$ cat src/rtl/keypad_scanner_if.sv
// keypad_scanner_if
// Bundles the keypad pins and the debounced key output of keypad_scanner.
//   row        keypad rows, active-low, asynchronous to the scanner clock
//   col        column drive, one-hot active-low
//   key        debounced key code, 0-9 digit or 4'hF for no key
//   key_valid  one-clock strobe on each new debounced digit
// Modports:
//   slave   the scanner itself (reads rows, drives columns and key outputs)
//   master  the surrounding keypad/controller side
interface keypad_scanner_if;
  logic [3:0] row;
  logic [2:0] col;
  logic [3:0] key;
  logic       key_valid;

  modport slave (input row, output col, output key, output key_valid);
  modport master (output row, input col, input key, input key_valid);
endinterface

$ cat src/rtl/keypad_scanner.sv
// keypad_scanner
// Scans a 4-row x 3-column matrix keypad one column at a time, builds a
// per-frame key code and debounces it into a registered key/key_valid pair.
// Ports:
//   clock  system clock, rising edge
//   reset  asynchronous, active-low
//   kp     keypad_scanner_if.slave (row in, col/key/key_valid out)
// Parameters:
//   SCAN_DIV  clocks per column slot (>= 4)
//   DEBOUNCE  identical frames needed to accept a press or release (2..15)
module keypad_scanner #(
  parameter int SCAN_DIV = 1000,
  parameter int DEBOUNCE = 4
) (
  input  logic             clock,
  input  logic             reset,
  keypad_scanner_if.slave  kp
);

  localparam int          DIV_W = $clog2(SCAN_DIV);
  localparam logic [3:0]  NOKEY = 4'hF;
  localparam logic [3:0]  DB_N  = 4'(DEBOUNCE);

  typedef enum logic [1:0] {IDLE, PRESS_DB, HELD, RELEASE_DB} state_t;

  logic [3:0]       row_meta;
  logic [3:0]       row_sync;
  logic [DIV_W-1:0] div;
  logic [1:0]       col_sel;
  logic [3:0]       hit_col0;
  logic [3:0]       hit_col1;
  logic             slot_end;
  logic             frame_end;
  logic [11:0]      frame_hits;
  logic [3:0]       hit_count;
  logic [3:0]       last_code;
  logic [3:0]       frame_code;
  state_t           state;
  logic [3:0]       cand;
  logic [3:0]       cnt;
  logic [3:0]       key_r;
  logic             key_valid_r;

  assign slot_end  = (div == DIV_W'(SCAN_DIV - 1));
  assign frame_end = slot_end && (col_sel == 2'd2);
  assign kp.col       = ~(3'b001 << col_sel);
  assign kp.key       = key_r;
  assign kp.key_valid = key_valid_r;

  // Two-flop synchronizer for the asynchronous row inputs; idles high
  // (no key) out of reset.
  always_ff @(posedge clock or negedge reset) begin
    if (!reset) begin
      row_meta <= 4'hF;
      row_sync <= 4'hF;
    end else begin
      row_meta <= kp.row;
      row_sync <= row_meta;
    end
  end

  // Slot divider and column selector. Each column is driven for SCAN_DIV
  // clocks, so the synchronized rows have settled by the slot's last clock.
  // Column 0 and 1 hits are kept until the frame closes on column 2.
  always_ff @(posedge clock or negedge reset) begin
    if (!reset) begin
      div      <= '0;
      col_sel  <= 2'd0;
      hit_col0 <= 4'h0;
      hit_col1 <= 4'h0;
    end else begin
      if (slot_end) begin
        div     <= '0;
        col_sel <= (col_sel == 2'd2) ? 2'd0 : col_sel + 2'd1;
        if (col_sel == 2'd0) hit_col0 <= ~row_sync;
        if (col_sel == 2'd1) hit_col1 <= ~row_sync;
      end else begin
        div <= div + 1'b1;
      end
    end
  end

  // Frame code: the column 2 sample is taken live at frame_end so the last
  // slot counts in the same frame. Only a single hit on a mapped key yields
  // a digit; ghosting, multiple keys, '*' and '#' all collapse to NOKEY.
  always_comb begin
    frame_hits = {~row_sync, hit_col1, hit_col0};
    hit_count  = 4'd0;
    last_code  = NOKEY;
    frame_code = NOKEY;
    for (int c = 0; c < 3; c++) begin
      for (int r = 0; r < 4; r++) begin
        if (frame_hits[c*4 + r]) begin
          hit_count = hit_count + 4'd1;
          if (r < 3)
            last_code = 4'(3*r + c + 1);
          else if (c == 1)
            last_code = 4'd0;
          else
            last_code = NOKEY;
        end
      end
    end
    if (hit_count == 4'd1) frame_code = last_code;
  end

  // Debounce FSM, stepped once per frame. A press must repeat the same digit
  // DEBOUNCE frames in a row; a release must show DEBOUNCE frames without the
  // held digit, and the held digit reappearing mid-release returns to HELD
  // without a new strobe. A different digit during release still counts as
  // release, so it must debounce from IDLE on its own.
  always_ff @(posedge clock or negedge reset) begin
    if (!reset) begin
      state       <= IDLE;
      cand        <= NOKEY;
      cnt         <= 4'd0;
      key_r       <= NOKEY;
      key_valid_r <= 1'b0;
    end else begin
      key_valid_r <= 1'b0;
      if (frame_end) begin
        case (state)
          IDLE: begin
            if (frame_code != NOKEY) begin
              state <= PRESS_DB;
              cand  <= frame_code;
              cnt   <= 4'd1;
            end
          end
          PRESS_DB: begin
            if (frame_code == cand) begin
              cnt <= cnt + 4'd1;
              if (cnt + 4'd1 == DB_N) begin
                state       <= HELD;
                key_r       <= cand;
                key_valid_r <= 1'b1;
              end
            end else if (frame_code == NOKEY) begin
              state <= IDLE;
              cnt   <= 4'd0;
            end else begin
              cand <= frame_code;
              cnt  <= 4'd1;
            end
          end
          HELD: begin
            if (frame_code != cand) begin
              state <= RELEASE_DB;
              cnt   <= 4'd1;
            end
          end
          RELEASE_DB: begin
            if (frame_code == key_r) begin
              state <= HELD;
            end else begin
              cnt <= cnt + 4'd1;
              if (cnt + 4'd1 == DB_N) begin
                state <= IDLE;
                key_r <= NOKEY;
              end
            end
          end
          default: state <= IDLE;
        endcase
      end
    end
  end

endmodule

$ cat src/flat_wrapper.sv
// flat-port wrapper written by rule: the top's interface ports become plain ports
module keypad_scanner_flat 
#(
  parameter int SCAN_DIV = 1000,
  parameter int DEBOUNCE = 4
)
  (clock, reset, kp_row, kp_col, kp_key, kp_key_valid);
  keypad_scanner_if kp_i ();
  input  logic clock;
  input  logic reset;
  input wire logic [$bits(kp_i.row)-1:0] kp_row;
  output wire logic [$bits(kp_i.col)-1:0] kp_col;
  output wire logic [$bits(kp_i.key)-1:0] kp_key;
  output wire logic [$bits(kp_i.key_valid)-1:0] kp_key_valid;
  assign kp_i.row = kp_row;
  assign kp_col = kp_i.col;
  assign kp_key = kp_i.key;
  assign kp_key_valid = kp_i.key_valid;
  keypad_scanner #(.SCAN_DIV(SCAN_DIV), .DEBOUNCE(DEBOUNCE)) u_core (.clock(clock), .reset(reset), .kp(kp_i));
endmodule
$ cat config.mk
export PLATFORM = sky130hd
export DESIGN_NAME = keypad_scanner_flat
export DESIGN_NICKNAME = d
export VERILOG_FILES = /design/src/rtl/keypad_scanner_if.sv /design/src/rtl/keypad_scanner.sv /design/src/flat_wrapper.sv
export SDC_FILE = /design/constraint.sdc
export NUM_CORES = 1
export LEC_CHECK = 0
export CORE_MARGIN = 1.5
export CORE_UTILIZATION = 25
export DETAILED_ROUTE_END_ITERATION = 8
export PLACE_DENSITY = 0.4
export SYNTH_ARGS = -nofsm -noshare
export SYNTH_HDL_FRONTEND = slang
export SYNTH_SLANG_ARGS = --single-unit
$ cat constraint.sdc
create_clock -name clock -period 12.58 [get_ports clock]
set_input_delay 1.887 -clock clock [delete_from_list [all_inputs] [get_ports clock]]
set_output_delay 1.887 -clock clock [all_outputs]
set_load 0.02 [all_outputs]
==> impl_summary.txt <==
----------------------------------------------------
[Outcome]
  Run status ... complete, no violations

[Logic synthesis]
  Gate count after technology mapping ... 350
  Number of distinct library cell variants in the gate-level netlist after synthesis ... just under 70
  Number of enable-type register cells in the synthesized netlist ... 0
  Top flip-flop cell by instance count after synthesis ... sky130_fd_sc_hd__dfrtp_1
  Most instantiated cells after synthesis ... 42 x sky130_fd_sc_hd__nand2_1, 27 x sky130_fd_sc_hd__dfrtp_1, 26 x sky130_fd_sc_hd__nor2_1
  Biggest area contributors in the synthesized netlist ... sky130_fd_sc_hd__dfrtp_1 21%, sky130_fd_sc_hd__dfstp_2 13%, sky130_fd_sc_hd__ha_1 5.9%
  Share of the synthesized area in the top cell type ... approximately a fifth
  Proportion of register bits with asynchronous set or reset after synthesis ... 100%
  Syn_nets ... around 370
  Number of synthesis warnings ... 0
  Area of the mapped netlist ... roughly 3200 um2
  Cell type contributing the most total cell area after synthesis ... sky130_fd_sc_hd__dfrtp_1
  Most instantiated library cell after synthesis ... sky130_fd_sc_hd__nand2_1
  Share of the yosys chip area belonging to registers ... between 30% and 40%
  Synthesized area per cell ... 9.16 um2
  Yosys reg bits ... 43

[Detailed routing]
  Final Routed Wirelength ... roughly 6900 um
  WL per Instance ... about 13 um
  Count of routing violations after the opening detailed-route iteration ... ~130
  Final antenna-violating net count ... 0
  Number of iterations in the first detailed-routing pass ... 4
  DR DRC count ... 0
  Vias after detailed routing ... around 2.4k
  Vias per Instance ... between 4 and 5

[Worst setup path]
  Worst path arrival time ... between 8000 and 9000 ps
  Kind of critical path ... flip-flop to flip-flop
  Largest driver fanout on the critical path ... 8
  Worst R2R Path Depth ... 38
  Reg-to-Reg Start ... u_core.hit_col0[0]$_DFFE_PN0P_
  Most used cell, CP ... sky130_fd_sc_hd__ha_1
  Kind of start point of the critical path ... flip-flop
  Reg2reg end ... u_core.kp.key[3]$_DFFE_PN1P_
  Data required time at the worst endpoint ... about 13000 ps
  Worst setup path startpoint ... u_core.hit_col0[0]$_DFFE_PN0P_
  Crit-path max cell delay ... 520 ps
  Slack of the worst reg-to-reg path ... around 4000 ps
  Critical-path cell with the highest stage delay ... sky130_fd_sc_hd__or3_1
  Endpoint class of the critical path ... flip-flop

[Floorplan]
  Core Box Area ... 12600 um2
  Number of top-level pins ... 14
  Effective utilization at floorplan ... about 26%
  Die area ... between 10000 and 15000 um2
  Placement Rows ... 41
  Horizontal extent of the die ... between 100 and 150 um
  Die Span Y ... around 120 um

[STA]
  Count of final setup violators ... 0
  Worst clock skew ... between 6 and 7 ps
  Tcrit/Tclk final ... around two thirds
  Shortest clock period the worst path allows after layout ... between 8000 and 9000 ps
  Achievable clock frequency ... approximately 0.12 GHz
  Sum of negative setup slack ... 0 ps
  Slew at the pin closest to its max-slew limit ... around 950 ps
  Pins over their slew limit ... 0
  Setup repair after global routing missed its margin ... false
  Worst slew margin ... 36.5%
  Number of hold violations in the final report ... 0

[CTS]
  Number of buffers inserted to repair setup after CTS ... 0
  Cell at the root of the clock tree ... sky130_fd_sc_hd__clkbuf_16
  Clock tree from TritonCTS ... yes
  TritonCTS buffer count ... 5
  # H-tree levels ... 2
  CTS sink count ... 43
  Clock latency on the worst-skew pair ... approximately 280 ps
  Clock-pin slew on the worst setup and hold paths ... ~60 ps
  Number of buffers on the longest clock path ... 2
  CTS Hold Buffers Added ... 0
  Cells resized by post-CTS repair ... 0

[Hold path]
  Min-Delay Path Depth ... 0
  Type of the worst min-delay path ... flip-flop to flip-flop
  Hold path start ... u_core.row_meta[1]$_DFF_PN1_
  Worst Hold Endpoint ... u_core.row_sync[1]$_DFF_PN1_

[Pwr]
  Static Leakage ... ~1.5 nW
  Max rail drop VDD ... ~0.00005 V
  Tot Pwr ... 0.000307 W
  Pwr dens ... ~84 nW/um2

[Global routing]
  Number of antenna violations at the first check in global routing ... 0
  Wire length of the first global-routing pass ... around 12000 um
  Largest net degree at the start of global routing ... 44
  GRT Resource Usage Total ... ~11%
  Remaining global-route overflow ... 0
  Via count of the first global-routing pass ... 2449

[Place]
  Count of input and output buffers ... 13
  DPL Wire Length ... roughly 5200 um
  Final estimated routing congestion in global placement ... between 0.7 and 0.8
  Dpl cell area ... approximately 3500 um2

[Final layout]
  Diode insertion count for antenna repair ... 0
  Cell area after layout ... roughly 3700 um2
  Post-synthesis to final-layout area growth ... 14.3%
  Share of post-route cells with drive strength above 1 ... approximately an eighth
  Core utilization of the finished layout ... ~29%
  Layout net count ... between 300 and 400

[Flow run]
  MaxCap Viol Count ... 0

----------------------------------------------------
[registers in the layout, indices dropped and copies added (netlist names)]
name / cells
u_core.div: 10
u_core.cand: 4
u_core.cnt: 4
u_core.hit_col0: 4
u_core.hit_col1: 4
u_core.kp.key: 4
u_core.row_meta: 4
u_core.row_sync: 4
u_core.col_sel: 2
u_core.state: 2
u_core.kp.key_valid: 1
[final cells by class]
type                    count  area, um2
fillers                  1351       8900
multi-input cells         275       1980
flip-flops and latches     43       1100
well taps                 172        215
repair buffers             14        133
clock buffers               6        129
inverters                  19       73.8
clock inverters             2       37.5
[kinds of logic (layout without fill, tap and decap cells)]
| kind of cell | Yosys count | in the layout | share of synthesized area [%] |
|---|---|---|---|
| buffers and inverters | 32 | 41 | 4.02 |
| adder cells (fa/ha/maj) | 15 | 15 | 5.85 |
| AO/OA/AOI/OAI | 71 | 71 | 16.2 |
| flip-flops | 43 | 43 | 34.2 |
| AND/OR/NAND/NOR | 141 | 141 | 22.5 |
| multiplexers | 13 | 13 | 4.72 |
| XOR/XNOR | 35 | 35 | 12.6 |
[worst max-delay path by stage]
stage | cells past startpoint | slack, ps | to
4_1_cts | 38 | 4160 | u_core.kp.key[3]$_DFFE_PN1P_
6_report | 38 | 4120 | u_core.kp.key[3]$_DFFE_PN1P_
5_1_grt | 38 | 3420 | u_core.cnt[2]$_DFFE_PN0P_
3_5_place_dp | 38 | 4190 | u_core.kp.key[3]$_DFFE_PN1P_
3_3_place_gp | 38 | 4230 | u_core.kp.key[2]$_DFFE_PN1P_
2_1_floorplan | 39 | 5080 | u_core.kp.key[1]$_DFFE_PN1P_
[layout by cell type, fill, tap and decap left out, drive strengths merged, types with 10 or more instances in the layout]
cell type / instances
a21oi: 10
clkdlybuf4s50: 12
dfrtp: 27
dfstp: 16
ha: 15
inv: 19
nand2: 43
nand2b: 10
nand3: 21
nor2: 26
o21ai: 19
xnor2: 17
xor2: 13
[critical path: cells and delay by family, from the launching register on]
kind / cells / cell delay, ps
adders and majority gates: 10 / 2890
AOI/OAI and AO/OA: 9 / 1870
buffers and inverters: 2 / 140
xor gates and xnor gates: 2 / 370
muxes: 3 / 1000
and+or+nand+nor: 12 / 1700
DFF: 1 / 400
[stage by stage]
stage	hold slack [ps]	worst slack, ps	std cells
after floorplan	345	5080	350
after global placement	347	4230	523
after detailed placement	347	4190	523
after CTS	356	4160	531
after global routing	362	3420	531
final	356	4120	531
[metal layers]
layer	global-route usage, %	vias up	wire length [um]
met1	15.4	1116	3530
li1	-	1250	-
met5	0	-	0
met4	3.33	0	82
met3	1.87	6	154
met2	17.9	27	3100
[report_power, final]
| group | total, W | internal, W | switching [W] | leakage [nW] |
|---|---|---|---|---|
| Combinational | 0.0000175 | 0.00000643 | 0.0000110 | 0.905 |
| Clock | 0.000146 | 0.0000937 | 0.0000524 | 0.0771 |
| Sequential | 0.000143 | 0.000141 | 0.00000226 | 0.529 |
| Total | 0.000307 | 0.000241 | 0.0000657 | 1.51 |
(Power assumes the default switching activity.)
